[config.mk]
export PLATFORM = sky130hd
export DESIGN_NAME = fetch_stage
export DESIGN_NICKNAME = d
export VERILOG_FILES = /design/src/rtl/fetch_stage_pkg.sv /design/src/rtl/fetch_fifo.sv /design/src/rtl/fetch_fifo_chk.sv /design/src/rtl/fetch_stage.sv
export SDC_FILE = /design/constraint.sdc
export NUM_CORES = 1
export LEC_CHECK = 0
export BUFFER_PORTS_ARGS = -buffer_cell sky130_fd_sc_hd__buf_2
export CAP_MARGIN = 10
export CORE_MARGIN = 4
export CORE_UTILIZATION = 35
export DETAILED_ROUTE_END_ITERATION = 6
export SYNTH_ARGS = -nofsm -noshare
export SYNTH_HDL_FRONTEND = slang
export SYNTH_HIERARCHICAL = 1
export SYNTH_SLANG_ARGS = --single-unit
export TNS_END_PERCENT = 20
[constraint.sdc]
create_clock -name clk -period 5.9 [get_ports clk]
set_clock_uncertainty 0.05 [all_clocks]
set_input_delay 0.59 -clock clk [delete_from_list [all_inputs] [get_ports clk]]
set_output_delay 0.59 -clock clk [all_outputs]
set_load 0.005 [all_outputs]
[src/rtl/fetch_stage_pkg.sv]
// Shared types for the instruction fetch front end (Word, Instruction, FIFO entry, FSM states).
// Optional statistics counters in fetch_stage are enabled by defining FETCH_STATS_EN.
package fetch_stage_pkg;

   typedef logic [31:0] Word;
   typedef logic [31:0] Instruction;

   typedef struct packed {
      Word        pc;
      Instruction instr;
   } FetchEntry;

   typedef enum logic [0:0] {
      ST_RUN    = 1'b0,
      ST_HALTED = 1'b1
   } fetch_state_e;

   localparam Word PC_STEP = 32'd4;

   function automatic Word align_word(input Word addr);
      return {addr[31:2], 2'b00};
   endfunction

endpackage

[src/rtl/fetch_fifo.sv]
// Synchronous FIFO of {pc, instr} entries with a flush input; clear wins over push/pop.
// The head reads as zero while the FIFO is empty.
module fetch_fifo
   import fetch_stage_pkg::*;
#(
   parameter int DEPTH = 4
) (
   input  logic                       clk,
   input  logic                       reset_n,
   input  logic                       i_push,
   input  FetchEntry                  i_data,
   input  logic                       i_pop,
   input  logic                       i_clear,
   output logic [$clog2(DEPTH):0]     o_count,
   output logic                       o_valid,
   output FetchEntry                  o_head
);

   localparam int AW = $clog2(DEPTH);
   localparam int CW = AW + 1;
   localparam logic [AW-1:0] PTR_ONE = AW'(1);
   localparam logic [CW-1:0] CNT_ONE = CW'(1);

   FetchEntry     r_mem [DEPTH];
   logic [AW-1:0] r_rd_ptr;
   logic [AW-1:0] r_wr_ptr;
   logic [CW-1:0] r_count;
   logic          w_do_pop;

   assign w_do_pop = i_pop && (r_count != '0);

   // Storage, pointers and occupancy.
   always_ff @(posedge clk or negedge reset_n) begin
      if (!reset_n) begin
         r_rd_ptr <= '0;
         r_wr_ptr <= '0;
         r_count  <= '0;
         for (int i = 0; i < DEPTH; i++) begin
            r_mem[i] <= '0;
         end
      end else if (i_clear) begin
         r_rd_ptr <= '0;
         r_wr_ptr <= '0;
         r_count  <= '0;
      end else begin
         if (i_push) begin
            r_mem[r_wr_ptr] <= i_data;
            r_wr_ptr        <= r_wr_ptr + PTR_ONE;
         end
         if (w_do_pop) begin
            r_rd_ptr <= r_rd_ptr + PTR_ONE;
         end
         case ({i_push, w_do_pop})
            2'b10:   r_count <= r_count + CNT_ONE;
            2'b01:   r_count <= r_count - CNT_ONE;
            default: r_count <= r_count;
         endcase
      end
   end

   assign o_count = r_count;
   assign o_valid = (r_count != '0);
   assign o_head  = o_valid ? r_mem[r_rd_ptr] : '0;

   fetch_fifo_chk #(
      .DEPTH (DEPTH),
      .CW    (CW)
   ) u_chk (
      .clk     (clk),
      .reset_n (reset_n),
      .i_push  (i_push),
      .i_pop   (w_do_pop),
      .i_clear (i_clear),
      .i_count (r_count)
   );

endmodule

[src/rtl/fetch_fifo_chk.sv]
// Checker for fetch_fifo: a push must never land on a full FIFO, because the
// fetch credit rule reserves a slot for every request in flight.
module fetch_fifo_chk #(
   parameter int DEPTH = 4,
   parameter int CW    = 3
) (
   input logic          clk,
   input logic          reset_n,
   input logic          i_push,
   input logic          i_pop,
   input logic          i_clear,
   input logic [CW-1:0] i_count
);

   a_no_overflow : assert property (@(posedge clk) disable iff (!reset_n)
      !(i_push && !i_pop && !i_clear && (i_count == CW'(DEPTH))));

endmodule

[src/rtl/fetch_stage.sv]
// Instruction fetch front end: PC, credit-limited imem requests, response FIFO, redirect/halt.
// Define FETCH_STATS_EN to add the stat_fetched / stat_dropped counters.
module fetch_stage
   import fetch_stage_pkg::*;
#(
   parameter Word RESET_PC = 32'h0000_0000,
   parameter int  DEPTH    = 4
) (
   input  logic       clk,
   input  logic       reset_n,
   output logic       imem_req_valid,
   input  logic       imem_req_ready,
   output Word        imem_req_addr,
   input  logic       imem_resp_valid,
   input  Instruction imem_resp_data,
   output logic       out_valid,
   input  logic       out_ready,
   output Instruction out_instr,
   output Word        out_pc,
   input  logic       redirect_valid,
   input  Word        redirect_pc,
   input  logic       halt
`ifdef FETCH_STATS_EN
   ,
   output logic [31:0] stat_fetched,
   output logic [31:0] stat_dropped
`endif
);

   localparam int CW = $clog2(DEPTH) + 1;
   localparam int IW = CW + 1;
   localparam logic [CW-1:0] CNT_ONE = CW'(1);

   fetch_state_e  r_state;
   fetch_state_e  w_state_nxt;
   Word           r_fetch_pc;
   Word           r_deliver_pc;
   logic [CW-1:0] r_outstanding;
   logic [CW-1:0] r_drop_cnt;
   logic [CW-1:0] w_outstanding_nxt;
   logic [CW-1:0] w_count;
   logic [IW-1:0] w_inflight;
   logic          w_pop;
   logic          w_req_fire;
   logic          w_push;
   logic          w_dropping;
   FetchEntry     w_head;

   assign w_pop = out_valid && out_ready;
   // A pop this cycle frees a slot that a request issued now may claim.
   assign w_inflight = IW'(r_outstanding) + IW'(w_count) - IW'(w_pop);

   assign imem_req_valid = (r_state == ST_RUN) && !redirect_valid && !halt
                           && (w_inflight < IW'(DEPTH));
   assign imem_req_addr  = r_fetch_pc;
   assign w_req_fire     = imem_req_valid && imem_req_ready;

   assign w_push     = imem_resp_valid && (r_drop_cnt == '0) && !redirect_valid;
   assign w_dropping = imem_resp_valid && ((r_drop_cnt != '0) || redirect_valid);
   assign w_outstanding_nxt = r_outstanding + CW'(w_req_fire) - CW'(imem_resp_valid);

   // Run/halt state register.
   always_ff @(posedge clk or negedge reset_n) begin
      if (!reset_n) begin
         r_state <= ST_RUN;
      end else begin
         r_state <= w_state_nxt;
      end
   end

   // Next state: redirect always resumes, halt stops fetching otherwise.
   always_comb begin
      w_state_nxt = r_state;
      case (r_state)
         ST_RUN: begin
            if (redirect_valid) begin
               w_state_nxt = ST_RUN;
            end else if (halt) begin
               w_state_nxt = ST_HALTED;
            end else begin
               w_state_nxt = ST_RUN;
            end
         end
         ST_HALTED: begin
            if (redirect_valid) begin
               w_state_nxt = ST_RUN;
            end else begin
               w_state_nxt = ST_HALTED;
            end
         end
         default: w_state_nxt = ST_RUN;
      endcase
   end

   // PCs, in-flight count and drop counter; a redirect drops everything still in flight.
   always_ff @(posedge clk or negedge reset_n) begin
      if (!reset_n) begin
         r_fetch_pc    <= RESET_PC;
         r_deliver_pc  <= RESET_PC;
         r_outstanding <= '0;
         r_drop_cnt    <= '0;
      end else begin
         r_outstanding <= w_outstanding_nxt;
         if (redirect_valid) begin
            r_fetch_pc   <= align_word(redirect_pc);
            r_deliver_pc <= align_word(redirect_pc);
            r_drop_cnt   <= w_outstanding_nxt;
         end else begin
            if (w_req_fire) begin
               r_fetch_pc <= r_fetch_pc + PC_STEP;
            end
            if (w_push) begin
               r_deliver_pc <= r_deliver_pc + PC_STEP;
            end
            if (w_dropping) begin
               r_drop_cnt <= r_drop_cnt - CNT_ONE;
            end
         end
      end
   end

   fetch_fifo #(
      .DEPTH (DEPTH)
   ) u_fifo (
      .clk     (clk),
      .reset_n (reset_n),
      .i_push  (w_push),
      .i_data  ('{pc: r_deliver_pc, instr: imem_resp_data}),
      .i_pop   (w_pop && !redirect_valid),
      .i_clear (redirect_valid),
      .o_count (w_count),
      .o_valid (out_valid),
      .o_head  (w_head)
   );

   assign out_pc    = w_head.pc;
   assign out_instr = w_head.instr;

`ifdef FETCH_STATS_EN
   logic [31:0] r_stat_fetched;
   logic [31:0] r_stat_dropped;

   // Delivered and discarded instruction counters, wrapping.
   always_ff @(posedge clk or negedge reset_n) begin
      if (!reset_n) begin
         r_stat_fetched <= 32'd0;
         r_stat_dropped <= 32'd0;
      end else begin
         if (w_pop && !redirect_valid) begin
            r_stat_fetched <= r_stat_fetched + 32'd1;
         end
         if (w_dropping) begin
            r_stat_dropped <= r_stat_dropped + 32'd1;
         end
      end
   end

   assign stat_fetched = r_stat_fetched;
   assign stat_dropped = r_stat_dropped;
`endif

endmodule

After elaboration in Yosys (flattened, before gate mapping)
Cells that the tools add are included.
{"block": "totals", "out_inout_bits": 98, "in_bits": 71, "register_bits": 334}
{"block": "classes", "reduce_logical": 23, "n_mux": 23, "order_cmp": 4, "addsub": 11, "eq_ne": 2, "n_bitwise": 4}
{"cell": "$bwmux W256", "n": 1}
{"cell": "$mux W64", "n": 4}
{"cell": "$bmux W64 S2", "n": 1}
{"cell": "$demux W64 S2", "n": 1}
{"cell": "$mux W32", "n": 4}
{"cell": "$add A32 B3 Y32 const B", "n": 2}
{"cell": "$logic_and A1 B1 Y1", "n": 11}
{"cell": "$mux W3", "n": 3}
{"cell": "$reduce_bool A3 Y1", "n": 3}
{"cell": "$mux W2", "n": 4}
{"cell": "$reduce_bool A2 Y1", "n": 4}
{"cell": "$ge A3 B3 Y1 const B", "n": 2}
{"cell": "$not A2 Y3", "n": 2}
{"cell": "$pmux W3 S2", "n": 1}
{"cell": "$sub A3 B1 Y3 const B", "n": 2}
{"cell": "$add A2 B1 Y2 const B", "n": 2}
{"cell": "$add A3 B3 Y4", "n": 1}
{"cell": "$lt A4 B3 Y1 const B", "n": 1}
{"cell": "$sub A4 B1 Y4", "n": 1}
{"cell": "$add A3 B1 Y3", "n": 1}
{"cell": "$add A3 B1 Y3 const B", "n": 1}
{"cell": "$logic_not A3 Y1", "n": 1}
{"cell": "$lt A3 B1 Y1 const B", "n": 1}
{"cell": "$mux W1", "n": 3}
{"cell": "other kinds (8)", "n": 10}

Longest topological paths before layout
Gate-level depths: netlist of the first run.
{"block": "logic_depth", "ltp_word": 9, "mapped_depth": 17, "mapped_depth_nobuf": 16}

Cells and area by module
Netlist of the first run, hierarchy kept.
{"mod": "fetch_fifo", "area_per_inst_um2": 12206.7, "cells_per_inst": 737, "n_inst": 1}
{"mod": "fetch_stage", "area_per_inst_um2": 4082.7, "cells_per_inst": 417, "n_inst": 1}

Least setup slack after synthesis of the first run
No wires, ideal clock.
{"block": "synth_timing", "kind": "register to register", "from": "register u_fifo.r_count[1] (netlist: u_fifo/o_count[1])", "to": "register r_drop_cnt[2]", "path_slack_ns": 2.361, "path_stages_with_launch": 18, "arrival_ns": 3.354, "path_buffers": 1, "period_less_slack_ns": 3.539, "setup_time_ns": 0.136, "path_cell_list": "dfrtp_1 -> nor3_2 -> inv_1 -> clkbuf_1 -> and2_1 -> ha_1 -> inv_1 -> ha_1 -> and3b_1 -> nor4_4 -> o21ai_2 -> ha_1 -> inv_1 -> ha_1 -> fa_1 -> xnor2_1 -> nand2_1 -> o21ai_0"}
{"block": "synth_via", "elab_chain_cells": 9, "elab_cells_between_ends": 10}
{"item": "start, declared", "line": "fetch_fifo.sv:27", "text": "logic [CW-1:0] r_count;"}
{"item": "start signal, assigned", "line": "fetch_fifo.sv:54", "text": "2'b10: r_count <= r_count + CNT_ONE;"}
{"item": "start signal, assigned", "line": "fetch_fifo.sv:55", "text": "2'b01: r_count <= r_count - CNT_ONE;"}
{"item": "start signal, assigned", "line": "fetch_fifo.sv:56", "text": "default: r_count <= r_count;"}
{"item": "$reduce_bool A3 Y1", "line": "fetch_fifo.sv:62", "text": "assign o_valid = (r_count != '0);"}
{"item": "net out_valid", "line": "fetch_stage.sv:16", "text": "output logic out_valid,"}
{"item": "$logic_and A1 B1 Y1", "line": "fetch_stage.sv:49", "text": "assign w_pop = out_valid && out_ready;"}
{"item": "$sub A4 B1 Y4", "line": "fetch_stage.sv:51", "text": "assign w_inflight = IW'(r_outstanding) + IW'(w_count) - IW'(w_pop);"}
{"item": "$lt A4 B3 Y1", "line": "fetch_stage.sv:54", "text": "&& (w_inflight < IW'(DEPTH));"}
{"item": "$logic_and A1 B1 Y1", "line": "fetch_stage.sv:54"}
{"item": "$logic_and A1 B1 Y1", "line": "fetch_stage.sv:56", "text": "assign w_req_fire = imem_req_valid && imem_req_ready;"}
{"item": "$add A3 B1 Y3", "line": "fetch_stage.sv:60", "text": "assign w_outstanding_nxt = r_outstanding + CW'(w_req_fire) - CW'(imem_resp_valid);"}
{"item": "$sub A3 B1 Y3", "line": "fetch_stage.sv:60"}
{"item": "net w_outstanding_nxt[2]", "line": "fetch_stage.sv:40", "text": "logic [CW-1:0] w_outstanding_nxt;"}
{"item": "$mux W3", "line": "fetch_stage.sv:104", "text": "if (redirect_valid) begin"}
{"item": "end signal, assigned", "line": "fetch_stage.sv:107", "text": "r_drop_cnt <= w_outstanding_nxt;"}
{"item": "end signal, assigned", "line": "fetch_stage.sv:116", "text": "r_drop_cnt <= r_drop_cnt - CNT_ONE;"}
{"item": "end, declared", "line": "fetch_stage.sv:39", "text": "logic [CW-1:0] r_drop_cnt;"}
The timed path passes the listed nets, and every way through them passes these cells.
A chain may end at the register's enable or synchronous reset.

Worst setup path after layout of the first run
{"block": "layout_timing", "from": "register u_fifo.r_count[1] (netlist: u_fifo/o_count[1])", "to": "register r_drop_cnt[2]"}
{"block": "layout_via", "elab_chain_cells": 9, "elab_cells_between_ends": 10}
{"item": "branches (longest 2 deep; another with $add A3 B3 Y4)"}
{"item": "$sub A4 B1 Y4 (*)", "line": "fetch_stage.sv:51"}
{"item": "$lt A4 B3 Y1 (*)", "line": "fetch_stage.sv:54"}
{"item": "$logic_and A1 B1 Y1 (*)", "line": "fetch_stage.sv:54"}
{"item": "$logic_and A1 B1 Y1 (*)", "line": "fetch_stage.sv:56"}
{"item": "$add A3 B1 Y3 (*)", "line": "fetch_stage.sv:60"}
{"item": "$sub A3 B1 Y3 (*)", "line": "fetch_stage.sv:60"}
{"item": "net w_outstanding_nxt[2]", "line": "fetch_stage.sv:40"}
{"item": "$mux W3 (*)", "line": "fetch_stage.sv:104"}
Mark *: on every way through the listed nets, which the timed path passes.

==> results of run 1 <==
==> Yosys cell counts, types with 3 or more instances <==
library cell	count	area, um2
sky130_fd_sc_hd__and2_1	67	419
sky130_fd_sc_hd__nand2b_1	14	87.6
sky130_fd_sc_hd__o31ai_1	6	45.0
sky130_fd_sc_hd__buf_2	13	65.1
sky130_fd_sc_hd__xor2_1	26	228
sky130_fd_sc_hd__buf_6	30	338
sky130_fd_sc_hd__buf_4	3	22.5
sky130_fd_sc_hd__mux2_2	227	2560
sky130_fd_sc_hd__xnor2_1	22	193
sky130_fd_sc_hd__nand2_1	24	90.1
sky130_fd_sc_hd__mux2_4	28	420
sky130_fd_sc_hd__dfrtp_1	330	8260
sky130_fd_sc_hd__inv_1	21	78.8
sky130_fd_sc_hd__o211a_1	3	30.0
sky130_fd_sc_hd__a21oi_1	10	50.1
sky130_fd_sc_hd__o21ai_0	7	35.0
sky130_fd_sc_hd__or3_1	3	18.8
sky130_fd_sc_hd__and3_1	18	113
sky130_fd_sc_hd__nand3_1	17	85.1
sky130_fd_sc_hd__a211oi_1	5	37.5
sky130_fd_sc_hd__o31a_1	11	96.3
sky130_fd_sc_hd__nor3_1	8	40.0
sky130_fd_sc_hd__nand2_8	4	80.1
sky130_fd_sc_hd__nor2_1	35	131
sky130_fd_sc_hd__ha_1	15	188
sky130_fd_sc_hd__nor4_1	11	68.8
sky130_fd_sc_hd__clkbuf_1	23	86.3
sky130_fd_sc_hd__o2111ai_1	4	35.0
sky130_fd_sc_hd__mux2_1	19	214
sky130_fd_sc_hd__o211ai_1	3	22.5
sky130_fd_sc_hd__a21boi_0	13	97.6
sky130_fd_sc_hd__and4_1	4	35.0
sky130_fd_sc_hd__mux4_2	64	1440
sky130_fd_sc_hd__nand4b_1	4	35.0
sky130_fd_sc_hd__mux2i_1	4	40.0
sky130_fd_sc_hd__nand4_1	21	131
sky130_fd_sc_hd__a31oi_1	6	37.5
==> kinds of logic (layout without fill, tap and decap cells) <==
family / after synthesis / after routing / share of synthesized area [%]
adder cells (fa/ha/maj): 17 / 17 / 1.40
buffers and inverters: 92 / 267 / 3.77
XOR/XNOR: 48 / 48 / 2.58
multiplexers: 342 / 342 / 28.7
other: 1 / 10 / 0.0230
AO/OA/AOI/OAI: 81 / 81 / 3.78
flip-flops: 330 / 330 / 50.7
AND/OR/NAND/NOR: 243 / 243 / 9.07
==> per-layer routing <==
layer  vias to the layer above  global-route usage, %  part of all wire, %
met5                         -                      0                    0
li1                       4550                      -                    -
met1                      5194                   20.7                   47
met2                       197                   24.0                   46
met4                         0                   4.18                  1.8
met3                        52                   3.47                  5.3
==> worst max-delay path, delay by kind of cell, from the launching register on <==
family / cells / cell delay [ns]
adder cells (fa/ha/maj): 5 / 1.31
AO/OA/AOI/OAI: 2 / 0.36
buffers and inverters: 3 / 0.16
XOR/XNOR: 1 / 0.21
flip-flops: 1 / 0.47
AND/OR/NAND/NOR: 5 / 1.49
==> state kept, by name (all words and copies together) (netlist names) <==
register and flops:
r_drop_cnt 3, r_outstanding 3, u_fifo/r_rd_ptr 2, u_fifo/r_wr_ptr 2
u_fifo/r_mem 256, r_deliver_pc 30, r_state 1, imem_req_addr 30
u_fifo/o_count 3
==> worst max path at each step <==
| stage | cells after the start | endpoint | slack [ns] |
|---|---|---|---|
| 2_1_floorplan | 17 | r_drop_cnt[2]$_DFFE_PN0P_ | 2.36 |
| 3_3_place_gp | 16 | r_drop_cnt[2]$_DFFE_PN0P_ | 1.87 |
| 3_5_place_dp | 16 | r_drop_cnt[2]$_DFFE_PN0P_ | 1.80 |
| 4_1_cts | 16 | r_drop_cnt[2]$_DFFE_PN0P_ | 1.77 |
| 5_1_grt | 16 | r_drop_cnt[2]$_DFFE_PN0P_ | 1.49 |
| 6_report | 16 | r_drop_cnt[2]$_DFFE_PN0P_ | 1.79 |
==> final cells by class <==
| cell class | count | area (um2) | area share (%) |
|---|---|---|---|
| Clock inverter | 15 | 219 | 1.16 |
| Multi-Input combinational cell | 741 | 7450 | 39.6 |
| Tap cell | 600 | 751 | 3.99 |
| Clock buffer | 58 | 1150 | 6.10 |
| Inverter | 21 | 78.8 | 0.419 |
| Sequential cell | 330 | 8260 | 43.9 |
| Timing Repair Buffer | 173 | 923 | 4.90 |
==> through the flow <==
step / total power [mW] / setup slack [ns]
floorplan: 3.70 / 2.36
global placement: 4.00 / 1.87
detailed placement: 4.06 / 1.80
CTS: 6.64 / 1.77
global route: 6.90 / 1.49
finish: 6.53 / 1.79
==> power by group through the flow <==
stage          registers [mW]  logic (mW)  clock network (mW)
6_report                 2.88        1.13                2.53
5_1_grt                  2.92        1.26                2.72
4_1_cts                  2.87        1.15                2.62
3_5_place_dp             2.91        1.15                   0
3_3_place_gp             2.88        1.11                   0
2_1_floorplan            2.83       0.879                   0
==> impl_summary.log, run 1 <==
INFO  metric run_status = finished clean
INFO  metric dieArea = 0.0501 mm2
INFO  metric worst-r2r-cell-count = 16
INFO  metric crit_top_cell = sky130_fd_sc_hd__ha_1
INFO  metric finalSetupViolations = 0
INFO  metric avgViaCountPerCell = 5.16
INFO  metric route.final.wire_length = 37600 um
INFO  metric sw_ratio = 26.1%
INFO  metric post-route-drc-count = 0
INFO  metric tritoncts_num_sinks = 330
INFO  metric critical_path_required = 6.31 ns
INFO  metric share_of_power_burned_in_combinational_logic = 17.3%
INFO  metric core_rows = 78
INFO  metric average_wire_per_standard_cell = 19.4 um
INFO  metric routed-via-count = 9993
INFO  metric grt_pass1_vias = 10600
INFO  metric design.portCount = 169
INFO  metric gr-usage-all-layers = 15.0%
INFO  metric hold_buf_count_cts = 0
INFO  metric hold-worst-slack = 0.00268 ns
INFO  metric route.antenna.remaining_nets = 0
INFO  metric achievable-frequency = 243 MHz
INFO  metric worstMarginPinSlew = 0.968 ns
INFO  metric synth_async_sr_flop_share = 100%
INFO  metric n_antenna_cell = 0
INFO  metric top_library_cells_by_usage_in_the_layout_fill_and_taps_aside = 328 x sky130_fd_sc_hd__dfrtp_1, 227 x sky130_fd_sc_hd__mux2_2, 163 x sky130_fd_sc_hd__buf_2
INFO  metric syn_inst = 1154
INFO  metric switching_power = 1.71 mW
INFO  metric power_report.internal_total = 4.83 mW
INFO  metric initial_core_util = 35.7%
INFO  metric cell_chain_of_the_critical_path = nor3_2, inv_2, and2_1, ha_1, inv_1, ha_1, and3b_1, nor4_4, o21ai_2, ha_1, inv_1, ha_1, fa_1, xnor2_1, nand2_1, o21ai_0
INFO  metric fin_util = 41.2%
INFO  metric reg2reg_slack = 1.79 ns
INFO  metric unrepaired_setup_endpoints_after_global_routing = false
INFO  metric areaGrowthSynthToFinish = 15.6%
INFO  metric pwr-share-seq = 44.0%
INFO  metric finalWeightedCongestion = 0.749
INFO  metric drt_iter0_drc = 602
INFO  metric crit_path_max_incr_delay = 0.70 ns
INFO  metric cts_tree = yes
INFO  metric die_width = 224 um
INFO  metric critical_path.startpoint = u_fifo/o_count[1]$_DFFE_PN0P_
INFO  metric mostFrequentLayoutCell = sky130_fd_sc_hd__dfrtp_1
INFO  metric regToRegEndpoint = r_drop_cnt[2]$_DFFE_PN0P_
INFO  metric synth_seq_area_share = 50.7%
INFO  metric worst_skew_pair.late_latency = 0.57 ns
INFO  metric syn_area = 0.0163 mm2
INFO  metric clkSlewWorstSetupHoldPaths = 0.06 ns
INFO  metric syn-mean-instance-area = 14.1 um2
INFO  metric fillerInstances = 4263
INFO  metric detailed_place_hpwl = 22800 um
INFO  metric cts-root-buf = sky130_fd_sc_hd__clkbuf_16
INFO  metric total_negative_slack_for_setup_checks = 0 ns
INFO  metric cts-root-to-sink-buffers = 3
INFO  metric placed_cells = 1865
INFO  metric power.density = 347 mW/mm2
INFO  metric p_leak = 8.90 nW
INFO  metric fp.coreArea = 0.0457 mm2
INFO  metric post_dp_cell_area = 0.0175 mm2
INFO  metric slowest_stage_cell_crit_path = sky130_fd_sc_hd__nor4_4
INFO  metric cts_made_buffers = 40
INFO  metric yosysWarningCount = 6
INFO  metric path_class = reg2reg
INFO  metric final_cell_area = 0.0188 mm2
INFO  metric post-route-period-util = 69.7%
INFO  metric grt_overflow = 0
INFO  metric worst_slew_margin_rel = 35.5%
INFO  metric worst_setup_path_start_kind = register
INFO  metric worst_ep_arrival_time = 4.53 ns
INFO  metric die_height = 224 um
INFO  metric ys.flop_type = sky130_fd_sc_hd__dfrtp_1
INFO  metric maxCapViolations = 0
INFO  metric grt_antenna_before_repair = 0
INFO  metric holdCritPathClass = in2async
INFO  metric critical_path_peak_fanout = 13
INFO  metric final_period_minus_worst_setup_slack = 4.11 ns
INFO  metric global_route_wire_length_before_repair = 60200 um
INFO  metric finalNetCount = 1395
INFO  metric post_cts.repair.setup_buffers = 0
INFO  metric cts_max_level = 2
INFO  metric finish.cell_count_without_fillers = 1938
INFO  metric finalMaxSlewViolations = 0
INFO  metric drtPass1Iterations = 6
INFO  metric crit_path_end_kind = register
INFO  metric synth_edf_count = 0
INFO  metric post_cts_resize_count = 0
INFO  metric synth_seq_cells = 330
INFO  metric max_rail_drop_vdd = 0.000203 V
INFO  metric hold_viol_final = 0
INFO  metric final_layout_size_suffix_gt1_share = 42.8%
INFO  metric yosysUniqueCellTypes = 64
INFO  metric pin_count_of_the_biggest_net_entering_global_routing = 130
INFO  metric r2r_start = u_fifo/o_count[1]$_DFFE_PN0P_
INFO  metric buffer_ports.inserted = 164
INFO  metric p_clk_share = 38.7%
Note: power is estimated with default switching activity, not from simulation.
==> inputs of run 2 (changes only) <==
==> constraint.sdc (replaced) <==
create_clock -name clk -period 3.67 [get_ports clk]
set_clock_uncertainty 0.05 [all_clocks]
set_input_delay 0.367 -clock clk [delete_from_list [all_inputs] [get_ports clk]]
set_output_delay 0.367 -clock clk [all_outputs]
set_load 0.005 [all_outputs]
==> run 2 against run 1 <==
Critical path depth decreased by 5. Global-route usage decreased by 0.088 points. First-iteration DRC count decreased by 9.6%. Routed wire length decreased by 1.4%. Register-to-register slack got worse by 1.5 ns. Combinational power increased by 64%. Count of clock-buffer cells in the layout decreased by 7. Non-clock buffer count increased by 25. Die area unchanged. Clock power increased by 62%. Largest cell class unchanged. Highest routed layer unchanged.
==> impl_summary.log, run 2 (synthesis gave the netlist of run 1 again) <==
INFO  metric initial_core_util = 35.7% (unchanged)
INFO  metric gr-usage-all-layers = 14.9% (-0.088 points)
INFO  metric finalNetCount = 1419 (+1.7%)
INFO  metric drtPass1Iterations = 4 (-2)
INFO  metric critical_path_required = 3.25 ns (-3.06 ns)
INFO  metric maxCapViolations = 0 (unchanged)
INFO  metric clkSlewWorstSetupHoldPaths = 0.06 ns (about the same)
INFO  metric run_status = finished clean
INFO  metric grt.met2_usage = 23.9% (-0.030 points)
INFO  metric die_width = 224 um (unchanged)
INFO  metric routed-via-count = 10100 (+0.71%)
INFO  metric power.density = 553 mW/mm2 (+59%)
INFO  metric critical_path_peak_fanout = 12 (-1)
INFO  metric die_height = 224 um (unchanged)
INFO  metric finalSetupViolations = 0 (unchanged)
INFO  metric cts_tree = yes
INFO  metric achievable-frequency = 295 MHz
INFO  metric worst-r2r-cell-count = 16 (unchanged)
INFO  metric holdCritPathClass = in2reg
INFO  metric grt_pass1_vias = 10900 (+3.2%)
INFO  metric worst_setup_path_start_kind = register
INFO  metric areaGrowthSynthToFinish = 17.2%
INFO  metric use_met1 = 20.4% (-0.26 points)
INFO  metric mostFrequentLayoutCell = sky130_fd_sc_hd__dfrtp_1
INFO  metric crit_path_end_kind = output port
INFO  metric cts-root-buf = sky130_fd_sc_hd__clkbuf_16
INFO  metric worst_skew_pair.late_latency = 0.55 ns (-0.02 ns)
INFO  metric cell_chain_of_the_critical_path = nor3_4, inv_2, and2_1, ha_1, inv_1, ha_1, and3b_1, nor4_4, buf_4, o211a_1, buf_2
INFO  metric global_route_wire_length_before_repair = 60600 um (+0.56%)
INFO  metric crit_top_cell = sky130_fd_sc_hd__ha_1
INFO  metric worst_slew_margin_rel = 36.4% (+0.89 points)
INFO  metric grt_antenna_before_repair = 0 (unchanged)
INFO  metric slowest_stage_cell_crit_path = sky130_fd_sc_hd__dfrtp_1
INFO  metric worst_ep_arrival_time = 2.97 ns (-1.56 ns)
INFO  metric largest_register_ff_count = 256 (unchanged)
INFO  metric unrepaired_setup_endpoints_after_global_routing = false
INFO  metric post-route-drc-count = 0 (unchanged)
INFO  metric route.antenna.remaining_nets = 0 (unchanged)
INFO  metric sequential_cell_area = 0.00826 mm2 (unchanged)
INFO  metric cts_max_level = 2 (unchanged)
INFO  metric drt_iter0_drc = 544 (-9.6%)
INFO  metric crit_path_max_incr_delay = 0.46 ns (-0.24 ns)
INFO  metric fillerInstances = 4272 (+0.21%)
INFO  metric max_flop_register = u_fifo/r_mem
INFO  metric avgViaCountPerCell = 5.13 (-0.52%)
INFO  metric timing.hold.worst_path_depth = 2
INFO  metric grtUsageMet3 = 3.41% (-0.066 points)
INFO  metric detailed_place_hpwl = 23500 um (+3.3%)
INFO  metric hold_viol_final = 0 (unchanged)
INFO  metric post_cts.repair.setup_buffers = 0 (unchanged)
INFO  metric final_period_minus_worst_setup_slack = 3.39 ns
INFO  metric fin_total_pwr = 10.6 mW (+62%)
INFO  metric final_layout_size_suffix_gt1_share = 43.2% (+0.38 points)
INFO  metric core_rows = 78 (unchanged)
INFO  metric dieArea = 0.0501 mm2 (unchanged)
INFO  metric total_negative_slack_for_setup_checks = 0 ns (unchanged)
INFO  metric multi_input_area = 0.00746 mm2 (about the same)
INFO  metric pin_count_of_the_biggest_net_entering_global_routing = 113 (-13%)
INFO  metric finalWeightedCongestion = 0.784 (+4.7%)
INFO  metric max_rail_drop_vdd = 0.000333 V (+64%)
INFO  metric top_library_cells_by_usage_in_the_layout_fill_and_taps_aside = 328 x sky130_fd_sc_hd__dfrtp_1, 227 x sky130_fd_sc_hd__mux2_2, 163 x sky130_fd_sc_hd__buf_2
INFO  metric path_class = reg2out
INFO  metric global_route.peak_usage_layer = met2
INFO  metric buffer_ports.inserted = 164 (unchanged)
INFO  metric fp.coreArea = 0.0457 mm2 (unchanged)
INFO  metric design.portCount = 169 (unchanged)
INFO  metric reg2reg_slack = 0.29 ns (-1.50 ns)
INFO  metric finalMaxSlewViolations = 0 (unchanged)
INFO  metric route.final.wire_length = 37000 um (-1.4%)
INFO  metric p_leak = 9.03 nW (+1.5%)
INFO  metric worstMarginPinSlew = 0.954 ns (-0.0133 ns)
INFO  metric cts_made_buffers = 39 (-2.5%)
INFO  metric cts-root-to-sink-buffers = 3 (unchanged)
INFO  metric tritoncts_num_sinks = 330 (unchanged)
INFO  metric average_wire_per_standard_cell = 18.9 um (-2.6%)
INFO  metric post-route-period-util = 92.3%
INFO  metric grt_overflow = 0 (unchanged)
## run 2: cell types whose count changed in the layout (fill, tap and decap cells not counted), sizes merged
| cell | change |
|---|---|
| buf | +13 |
| dlygate4sd3 | +12 |
| clkbuf | -7 |
| inv | +4 |
| bufinv | +2 |
| clkinv | -2 |
| clkinvlp | +1 |
| diode | +1 |
## run 2: layout make-up
type                    count  share of cell area (%)
well taps                 600                    3.93
multi-input cells         741                    39.1
clock inverters            20                    1.49
inverters                  21                   0.413
flip-flops and latches    330                    43.3
clock buffers              51                    5.72
repair buffers            198                    6.11
diodes                      1                  0.0131
## run 2: what timing repair did
item                       CTS  global route
setup endpoints to repair    0             1
hold endpoints to repair   123             0
resized for setup            0             1
hold buffers                12             0
## run 2: report_power, final
group	internal [mW]	total, mW	switching, mW	leakage [nW]
registers	4.22	4.62	0.396	4.33
clock network	2.54	4.09	1.55	0.674
logic	1.10	1.85	0.752	4.03
## run 2: path summary, 6_finish.rpt
| check | startpoint | end |
|---|---|---|
| worst max-delay path | u_fifo/o_count[2]$_DFFE_PN0P_ | imem_req_valid |
| worst min-delay path | redirect_pc[8] | imem_req_addr[8]$_DFFE_PN0N_ |
| worst max register to register | u_fifo/o_count[2]$_DFFE_PN0P_ | r_drop_cnt[2]$_DFFE_PN0P_ |
| worst min register to register | u_fifo/r_mem[142]$_DFFE_PN0P_ | u_fifo/r_mem[142]$_DFFE_PN0P_ |
| max in group asynchronous | reset_n | r_deliver_pc[7]$_DFFE_PN0N_ |
| min in group asynchronous | reset_n | u_fifo/r_mem[150]$_DFFE_PN0P_ |
## run 2: metal layers
metal,share of wire [%],routed length [um]
met5,0,0
met1,46,17000
met4,2.1,781
met3,5.3,1980
met2,47,17300
## run 2: critical path: cells and delay by family (launching register included)
kind                       cells  cell delay [ns]
and+or+nand+nor                4             0.92
AOI/OAI and AO/OA              1             0.18
adders and majority gates      2             0.39
buffers and inverters          4             0.46
DFF                            1             0.46
## run 2: stage by stage
step / hold WS [ns] / cells / area, um2 / setup slack [ns] / utilization (%)
after floorplan: 0.0214 / 1163 / 16300 / 0.131 / -
after global placement: 0.418 / 1878 / 17600 / 0.339 / 38.5
after detailed placement: 0.430 / 1878 / 17600 / 0.277 / 38.5
after CTS: 0.000486 / 1961 / 19100 / 0.204 / 41.8
after global routing: 0.0231 / 1961 / 19100 / 0.00668 / 41.8
final: 0.0377 / 1962 / 19100 / 0.282 / 41.8
